`src/rtl/ps2_scancode_decoder_if.sv`:
```
// Bundles the byte input from ps2_controller and the character output toward data_control.
// master = producer/consumer side (drives bytes, accepts chars); slave = the decoder.
interface ps2_scancode_decoder_if #(
    parameter int FIFO_DEPTH = 4
);
    localparam int PTR_W = $clog2(FIFO_DEPTH);

    // Byte side: ps2_received_data is meaningful only in a cycle with ps2_received_data_strb=1.
    // Char side: valid/ready; char_data transfers at a rising edge where char_valid & char_ready,
    // char_valid never depends on char_ready, and char_data holds while valid without a transfer.
    logic [7:0]     ps2_received_data;
    logic           ps2_received_data_strb;
    logic [7:0]     char_data;
    logic           char_valid;
    logic           char_ready;
    logic [PTR_W:0] fifo_level;
    logic           overflow;

    modport master (
        output ps2_received_data,
        output ps2_received_data_strb,
        output char_ready,
        input  char_data,
        input  char_valid,
        input  fifo_level,
        input  overflow
    );

    modport slave (
        input  ps2_received_data,
        input  ps2_received_data_strb,
        input  char_ready,
        output char_data,
        output char_valid,
        output fifo_level,
        output overflow
    );
endinterface

```
`src/rtl/ps2_scancode_decoder.sv`:
```
// PS/2 set-2 scancode to uppercase ASCII decoder with an output character FIFO.
// Optional typematic-repeat suppression is built when PS2_REPEAT_FILTER_EN is defined.
module ps2_scancode_decoder #(
    parameter  int FIFO_DEPTH = 4,
    localparam int PTR_W      = $clog2(FIFO_DEPTH)
) (
    input  logic                    clk,
    input  logic                    rst_n,
    ps2_scancode_decoder_if.slave   bus,
    output logic [1:0]              o_dbg_state
);

    typedef enum logic [1:0] {
        S_IDLE      = 2'd0,
        S_BREAK     = 2'd1,
        S_EXT       = 2'd2,
        S_EXT_BREAK = 2'd3
    } state_t;

    state_t         r_state;
    state_t         w_state_nxt;
    logic [8:0]     w_lut;
    logic           w_make_hit;
    logic           w_push;
    logic           w_pop;
    logic           w_full;
    logic           w_wr_en;
    logic [7:0]     r_mem [FIFO_DEPTH];
    logic [PTR_W-1:0] r_wr_ptr;
    logic [PTR_W-1:0] r_rd_ptr;
    logic [PTR_W:0] r_count;
    logic           r_overflow;
    logic [7:0]     w_byte;
    logic           w_strb;

    assign w_byte = bus.ps2_received_data;
    assign w_strb = bus.ps2_received_data_strb;

    always_ff @(posedge clk or negedge rst_n) begin
        if (!rst_n) r_state <= S_IDLE;
        else        r_state <= w_state_nxt;
    end

    always_comb begin
        w_state_nxt = r_state;
        if (w_strb) begin
            case (r_state)
                S_IDLE: begin
                    if (w_byte == 8'hF0)      w_state_nxt = S_BREAK;
                    else if (w_byte == 8'hE0) w_state_nxt = S_EXT;
                end
                S_BREAK:     w_state_nxt = S_IDLE;
                S_EXT:       w_state_nxt = (w_byte == 8'hF0) ? S_EXT_BREAK : S_IDLE;
                S_EXT_BREAK: w_state_nxt = S_IDLE;
                default:     w_state_nxt = S_IDLE;
            endcase
        end
    end

    assign o_dbg_state = r_state;

    // Bit 8 flags a mapped code; bits 7:0 hold the ASCII character.
    always_comb begin
        w_lut = 9'h000;
        case (w_byte)
            8'h1C: w_lut = {1'b1, 8'h41};
            8'h32: w_lut = {1'b1, 8'h42};
            8'h21: w_lut = {1'b1, 8'h43};
            8'h23: w_lut = {1'b1, 8'h44};
            8'h24: w_lut = {1'b1, 8'h45};
            8'h2B: w_lut = {1'b1, 8'h46};
            8'h34: w_lut = {1'b1, 8'h47};
            8'h33: w_lut = {1'b1, 8'h48};
            8'h43: w_lut = {1'b1, 8'h49};
            8'h3B: w_lut = {1'b1, 8'h4A};
            8'h42: w_lut = {1'b1, 8'h4B};
            8'h4B: w_lut = {1'b1, 8'h4C};
            8'h3A: w_lut = {1'b1, 8'h4D};
            8'h31: w_lut = {1'b1, 8'h4E};
            8'h44: w_lut = {1'b1, 8'h4F};
            8'h4D: w_lut = {1'b1, 8'h50};
            8'h15: w_lut = {1'b1, 8'h51};
            8'h2D: w_lut = {1'b1, 8'h52};
            8'h1B: w_lut = {1'b1, 8'h53};
            8'h2C: w_lut = {1'b1, 8'h54};
            8'h3C: w_lut = {1'b1, 8'h55};
            8'h2A: w_lut = {1'b1, 8'h56};
            8'h1D: w_lut = {1'b1, 8'h57};
            8'h22: w_lut = {1'b1, 8'h58};
            8'h35: w_lut = {1'b1, 8'h59};
            8'h1A: w_lut = {1'b1, 8'h5A};
            8'h45: w_lut = {1'b1, 8'h30};
            8'h16: w_lut = {1'b1, 8'h31};
            8'h1E: w_lut = {1'b1, 8'h32};
            8'h26: w_lut = {1'b1, 8'h33};
            8'h25: w_lut = {1'b1, 8'h34};
            8'h2E: w_lut = {1'b1, 8'h35};
            8'h36: w_lut = {1'b1, 8'h36};
            8'h3D: w_lut = {1'b1, 8'h37};
            8'h3E: w_lut = {1'b1, 8'h38};
            8'h46: w_lut = {1'b1, 8'h39};
            8'h29: w_lut = {1'b1, 8'h20};
            default: w_lut = 9'h000;
        endcase
    end

    // Only a mapped byte seen in IDLE is a make code; prefixes never reach the lookup.
    assign w_make_hit = w_strb && (r_state == S_IDLE) &&
                        (w_byte != 8'hF0) && (w_byte != 8'hE0) && w_lut[8];

`ifdef PS2_REPEAT_FILTER_EN
    logic [7:0] r_last_code;
    logic       r_last_valid;
    logic       w_repeat;

    assign w_repeat = r_last_valid && (r_last_code == w_byte);

    always_ff @(posedge clk or negedge rst_n) begin
        if (!rst_n) begin
            r_last_code  <= 8'h00;
            r_last_valid <= 1'b0;
        end else if (w_make_hit && !w_repeat) begin
            r_last_code  <= w_byte;
            r_last_valid <= 1'b1;
        end else if (w_strb && (r_state == S_BREAK) && (w_byte == r_last_code)) begin
            r_last_valid <= 1'b0;
        end
    end

    assign w_push = w_make_hit && !w_repeat;
`else
    assign w_push = w_make_hit;
`endif

    assign w_pop   = (r_count != '0) && bus.char_ready;
    assign w_full  = (r_count == (PTR_W+1)'(FIFO_DEPTH));
    // A pop frees the slot in the same edge, so a full FIFO still accepts a simultaneous push.
    assign w_wr_en = w_push && (!w_full || w_pop);

    always_ff @(posedge clk) begin
        if (w_wr_en) r_mem[r_wr_ptr] <= w_lut[7:0];
    end

    always_ff @(posedge clk or negedge rst_n) begin
        if (!rst_n) begin
            r_wr_ptr   <= '0;
            r_rd_ptr   <= '0;
            r_count    <= '0;
            r_overflow <= 1'b0;
        end else begin
            if (w_wr_en) r_wr_ptr <= r_wr_ptr + PTR_W'(1);
            if (w_pop)   r_rd_ptr <= r_rd_ptr + PTR_W'(1);
            case ({w_wr_en, w_pop})
                2'b10:   r_count <= r_count + (PTR_W+1)'(1);
                2'b01:   r_count <= r_count - (PTR_W+1)'(1);
                default: r_count <= r_count;
            endcase
            if (w_push && w_full && !w_pop) r_overflow <= 1'b1;
        end
    end

    assign bus.char_valid = (r_count != '0);
    assign bus.char_data  = bus.char_valid ? r_mem[r_rd_ptr] : 8'h00;
    assign bus.fifo_level = r_count;
    assign bus.overflow   = r_overflow;

endmodule

```
`src/flat_wrapper.sv`:
```
// flat-port wrapper written by rule: the top's interface ports become plain ports
module ps2_scancode_decoder_flat 
#(
    parameter  int FIFO_DEPTH = 4,
    localparam int PTR_W      = $clog2(FIFO_DEPTH)
)
  (clk, rst_n, o_dbg_state, bus_ps2_received_data, bus_ps2_received_data_strb, bus_char_ready, bus_char_data, bus_char_valid, bus_fifo_level, bus_overflow);
  ps2_scancode_decoder_if #(.FIFO_DEPTH(FIFO_DEPTH)) bus_i ();
  input  logic clk;
  input  logic rst_n;
  output logic [1:0] o_dbg_state;
  input wire logic [$bits(bus_i.ps2_received_data)-1:0] bus_ps2_received_data;
  input wire logic [$bits(bus_i.ps2_received_data_strb)-1:0] bus_ps2_received_data_strb;
  input wire logic [$bits(bus_i.char_ready)-1:0] bus_char_ready;
  output wire logic [$bits(bus_i.char_data)-1:0] bus_char_data;
  output wire logic [$bits(bus_i.char_valid)-1:0] bus_char_valid;
  output wire logic [$bits(bus_i.fifo_level)-1:0] bus_fifo_level;
  output wire logic [$bits(bus_i.overflow)-1:0] bus_overflow;
  assign bus_i.ps2_received_data = bus_ps2_received_data;
  assign bus_i.ps2_received_data_strb = bus_ps2_received_data_strb;
  assign bus_i.char_ready = bus_char_ready;
  assign bus_char_data = bus_i.char_data;
  assign bus_char_valid = bus_i.char_valid;
  assign bus_fifo_level = bus_i.fifo_level;
  assign bus_overflow = bus_i.overflow;
  ps2_scancode_decoder #(.FIFO_DEPTH(FIFO_DEPTH)) u_core (.clk(clk), .rst_n(rst_n), .bus(bus_i), .o_dbg_state(o_dbg_state));
endmodule
```
`config.mk`:
```
export PLATFORM = sky130hd
export DESIGN_NAME = ps2_scancode_decoder_flat
export DESIGN_NICKNAME = d
export VERILOG_FILES = /design/src/rtl/ps2_scancode_decoder_if.sv /design/src/rtl/ps2_scancode_decoder.sv /design/src/flat_wrapper.sv
export SDC_FILE = /design/constraint.sdc
export NUM_CORES = 1
export LEC_CHECK = 0
export CELL_PAD_IN_SITES_DETAIL_PLACEMENT = 2
export CELL_PAD_IN_SITES_GLOBAL_PLACEMENT = 2
export CORE_MARGIN = 1
export CORE_UTILIZATION = 34
export DETAILED_ROUTE_END_ITERATION = 7
export PLACE_DENSITY = 0.75
export SLEW_MARGIN = 20
export SYNTH_ARGS = -nofsm -noshare
export SYNTH_HDL_FRONTEND = slang
export SYNTH_SLANG_ARGS = --single-unit
export TNS_END_PERCENT = 1
```
`constraint.sdc`:
```
create_clock -name clk -period 2.1 [get_ports clk]
set_input_delay 0.63 -clock clk [delete_from_list [all_inputs] [get_ports clk]]
set_output_delay 0.63 -clock clk [all_outputs]
set_load 0.01 [all_outputs]
```
==> results.sh <==
export IMPL_cp_required_ns=2.32
export IMPL_avgSynthCellArea_um2=11.00
export IMPL_antenna_found_initial=0
export IMPL_r2r_start="u_core.bus.fifo_level[1]"
export IMPL_dp_hpwl_um=6274
export IMPL_stdcell_area_um2=3507
export IMPL_reg2reg_slack_ns=-0.05
export IMPL_cap_violations=0
export IMPL_synth_edf_count=28
export IMPL_worst_setup_path_type="in2reg"
export IMPL_grt_ovfl_total=0
export IMPL_holdPathStages=1
export IMPL_globalplace_congestion=0.8913
export IMPL_synth_cell_type_count=56
export IMPL_place_area_um2=3314
export IMPL_worstMarginPinSlew_ns=0.5348
export IMPL_die_w_um=87.49
export IMPL_synthFlopType="edfxtp_1"
export IMPL_clock_latency_ns=0.30
export IMPL_placementRows=30
export IMPL_cts_root_buf="clkbuf_8"
export IMPL_synth_area_leaders="edfxtp_1 34%, dfrtp_1 10%, mux4_2 8.2%"
export IMPL_grt_total_usage=0.2457
export IMPL_cts_clk_slew_worst_paths_ns=0.08
export IMPL_r2r_cells=11
export IMPL_critPathCaptureType="flip-flop"
export IMPL_grt_max_degree=19
export IMPL_via_per_inst=5.285
export IMPL_core_region_area_um2=6944
export IMPL_portBuffers=25
export IMPL_p_leak_nw=1.447
export IMPL_setup_viol=68
export IMPL_cts_path_max_buffers=2
export IMPL_dp_cells=392
export IMPL_synth_area_leader_cell="edfxtp_1"
export IMPL_grt_pass1_wl_um=13610
export IMPL_min_from="u_core.bus.overflow"
export IMPL_setup_tns_ns=-20.32
export IMPL_synth_fp_nets=251
export IMPL_crit_slowest_cell="fa_2"
export IMPL_drv_slew=0
export IMPL_async_flop_share=0.2632
export IMPL_cts_tree="done"
export IMPL_grt_setup_unrepaired="yes"
export IMPL_violations="negative setup slack"
export IMPL_yosys_area_top_type_share=0.3384
export IMPL_fin_util=0.5050
export IMPL_power_density_nw_per_um2=852.8
export IMPL_fmax_ghz=0.3845
export IMPL_cp_start_kind="primary input"
export IMPL_slew_headroom=0.6423
export IMPL_ctsHoldBuffers=0
export IMPL_die_y_um=87.49
export IMPL_status="complete, but fails checks"
export IMPL_crit_path_max_fanout=7
export IMPL_max_stage_delay_ns=0.42
export IMPL_yosys_warnings=0
export IMPL_fin_cells=403
export IMPL_irDropWorstVdd_mv=0.2514
export IMPL_holdPathEnd="u_core.bus.overflow"
export IMPL_hold_viol_final=0
export IMPL_start_util=0.3578
export IMPL_remaining_drc_errors=0
export IMPL_layout_setup_ws_ns=-0.5006
export IMPL_timing_rr_end="u_core.bus.fifo_level[2]"
export IMPL_fin_nets=331
export IMPL_antenna_cells=0
export IMPL_fin_crit_sh=1.238
export IMPL_post_drt_wl_per_cell_um=21.49
export IMPL_syn_area_um2=2485
export IMPL_vias=2130
export IMPL_period_needed_ns=2.601
export IMPL_die_area_um2=7655
export IMPL_io_pins=27
export IMPL_layout_area_overhead_vs_synth_pct=41.14
export IMPL_drtIter0Drc=81
export IMPL_final_cell_mix="57 x buf_4, 28 x edfxtp_1, 19 x nand2_1"
export IMPL_post_place_ws_ns=-1.327
export IMPL_htree_levels=2
export IMPL_drtAntennaViolNets=0
export IMPL_hold_class="reg2reg"
export IMPL_ys_seq_area_frac=0.4391
export IMPL_synth_cells=226
export IMPL_firstDrtPassIters=4
export IMPL_final_common_cell="buf_4"
export IMPL_routed_wl_um=8659
export IMPL_drive_gt1_frac=0.3909
export IMPL_critical_path_arrival_ns=2.82
export IMPL_finClkSkew_ns=0.01098
export IMPL_crit_chain="buf_6, buf_4, ha_1, or2b_4, a21oi_1, o211a_1, o21a_4, inv_4, ha_4, inv_2, fa_2, o21ai_0"
export IMPL_synth_seq_cells=38
export IMPL_cts_sinks=38
export IMPL_numCtsBuffers=5
export IMPL_grt_pass1_vias=2429
kinds of logic after synthesis:
kind of cell / after synthesis / share of synthesized area
mux: 15 / 0.1083
flops: 38 / 0.4391
buf+inv: 30 / 0.05337
xor+xnor: 6 / 0.02115
simple gates: 79 / 0.1792
fa+ha+maj: 13 / 0.06848
other cells: 1 / 0.001509
compound gates: 44 / 0.1289
area by class of cell:
class | count | area [um^2]
clock buffers | 6 | 72.57
clock inverters | 2 | 10.01
fillers | 707 | 3437
inverters | 15 | 66.31
multi-input cells | 158 | 1368
flip-flops and latches | 38 | 1091
well taps | 96 | 120.1
repair buffers | 88 | 779.5
worst max path at each step:
stage	slack [ns]	to	from	depth (start not counted)
5_1_grt	-0.61	u_core.bus.fifo_level[2]	bus_ps2_received_data[0]	14
6_report	-0.50	u_core.bus.fifo_level[1]	bus_ps2_received_data[1]	12
3_5_place_dp	-1.33	u_core.bus.fifo_level[2]	bus_ps2_received_data[1]	14
4_1_cts	-0.48	u_core.bus.fifo_level[2]	bus_ps2_received_data[0]	14
3_3_place_gp	-1.25	u_core.bus.fifo_level[2]	bus_ps2_received_data[1]	14
2_1_floorplan	-0.73	u_core.bus.fifo_level[2]	bus_ps2_received_data[1]	13
what timing repair did:
action | CTS | global route
setup endpoints to repair | 72 | 69
setup buffers | 3 | 0
gates resized for setup | 65 | 9
pin swaps | 16 | 2
cloned | 0 | 0
layer usage:
layer,GRT usage,vias up,part of all wire
met5,0,-,0
met4,0.1013,0,0.025
met3,0.02749,17,0.018
met2,0.4645,34,0.55
met1,0.2779,1094,0.40
li1,-,985,-
power breakdown:
group / internal (W) / switching, W / leakage, nW
clock: 0.000230 / 0.000267 / 0.0450
combinational: 0.000846 / 0.000635 / 1.02
sequential: 0.000906 / 0.000106 / 0.382
total: 0.00198 / 0.00101 / 1.45
cell usage after synthesis, types with 3 or more instances:
library cell and number:
edfxtp_1 28, nand2_1 19, inv_1 15, a21oi_1 13
and2_1 13, ha_1 12, dfrtp_1 10, nor2_1 10
mux4_2 9, clkbuf_1 8, o21ai_0 7, and3_1 4
buf_2 4, mux2i_1 4, nand2b_1 4, nand3_1 4
nand4_1 4, a211oi_1 3, nor2b_1 3, nor3_1 3
xnor2_1 3, xor2_1 3
critical path: cells and delay by family:
kind	cells	cell delay, ns
buf+inv	4	0.35
fa+ha+maj	3	0.76
compound gates	4	0.79
simple gates	1	0.28
state kept, by name, summed over array words and instances, names as in the netlist:
name	cells
u_core.r_mem	28
u_core.r_wr_ptr	2
u_core.r_rd_ptr	2
u_core.bus.overflow	1
u_core.bus.fifo_level	3
u_core.o_dbg_state	2
stage by stage:
step / total power [W] / hold slack [ns]
2_1_floorplan: 0.001693 / 0.3344
6_report: 0.002991 / 0.5093
4_1_cts: 0.002967 / 0.5242
5_1_grt: 0.003170 / 0.5409
3_3_place_gp: 0.002315 / 0.4634
3_5_place_dp: 0.002427 / 0.5071
(Power assumes the default switching activity.)
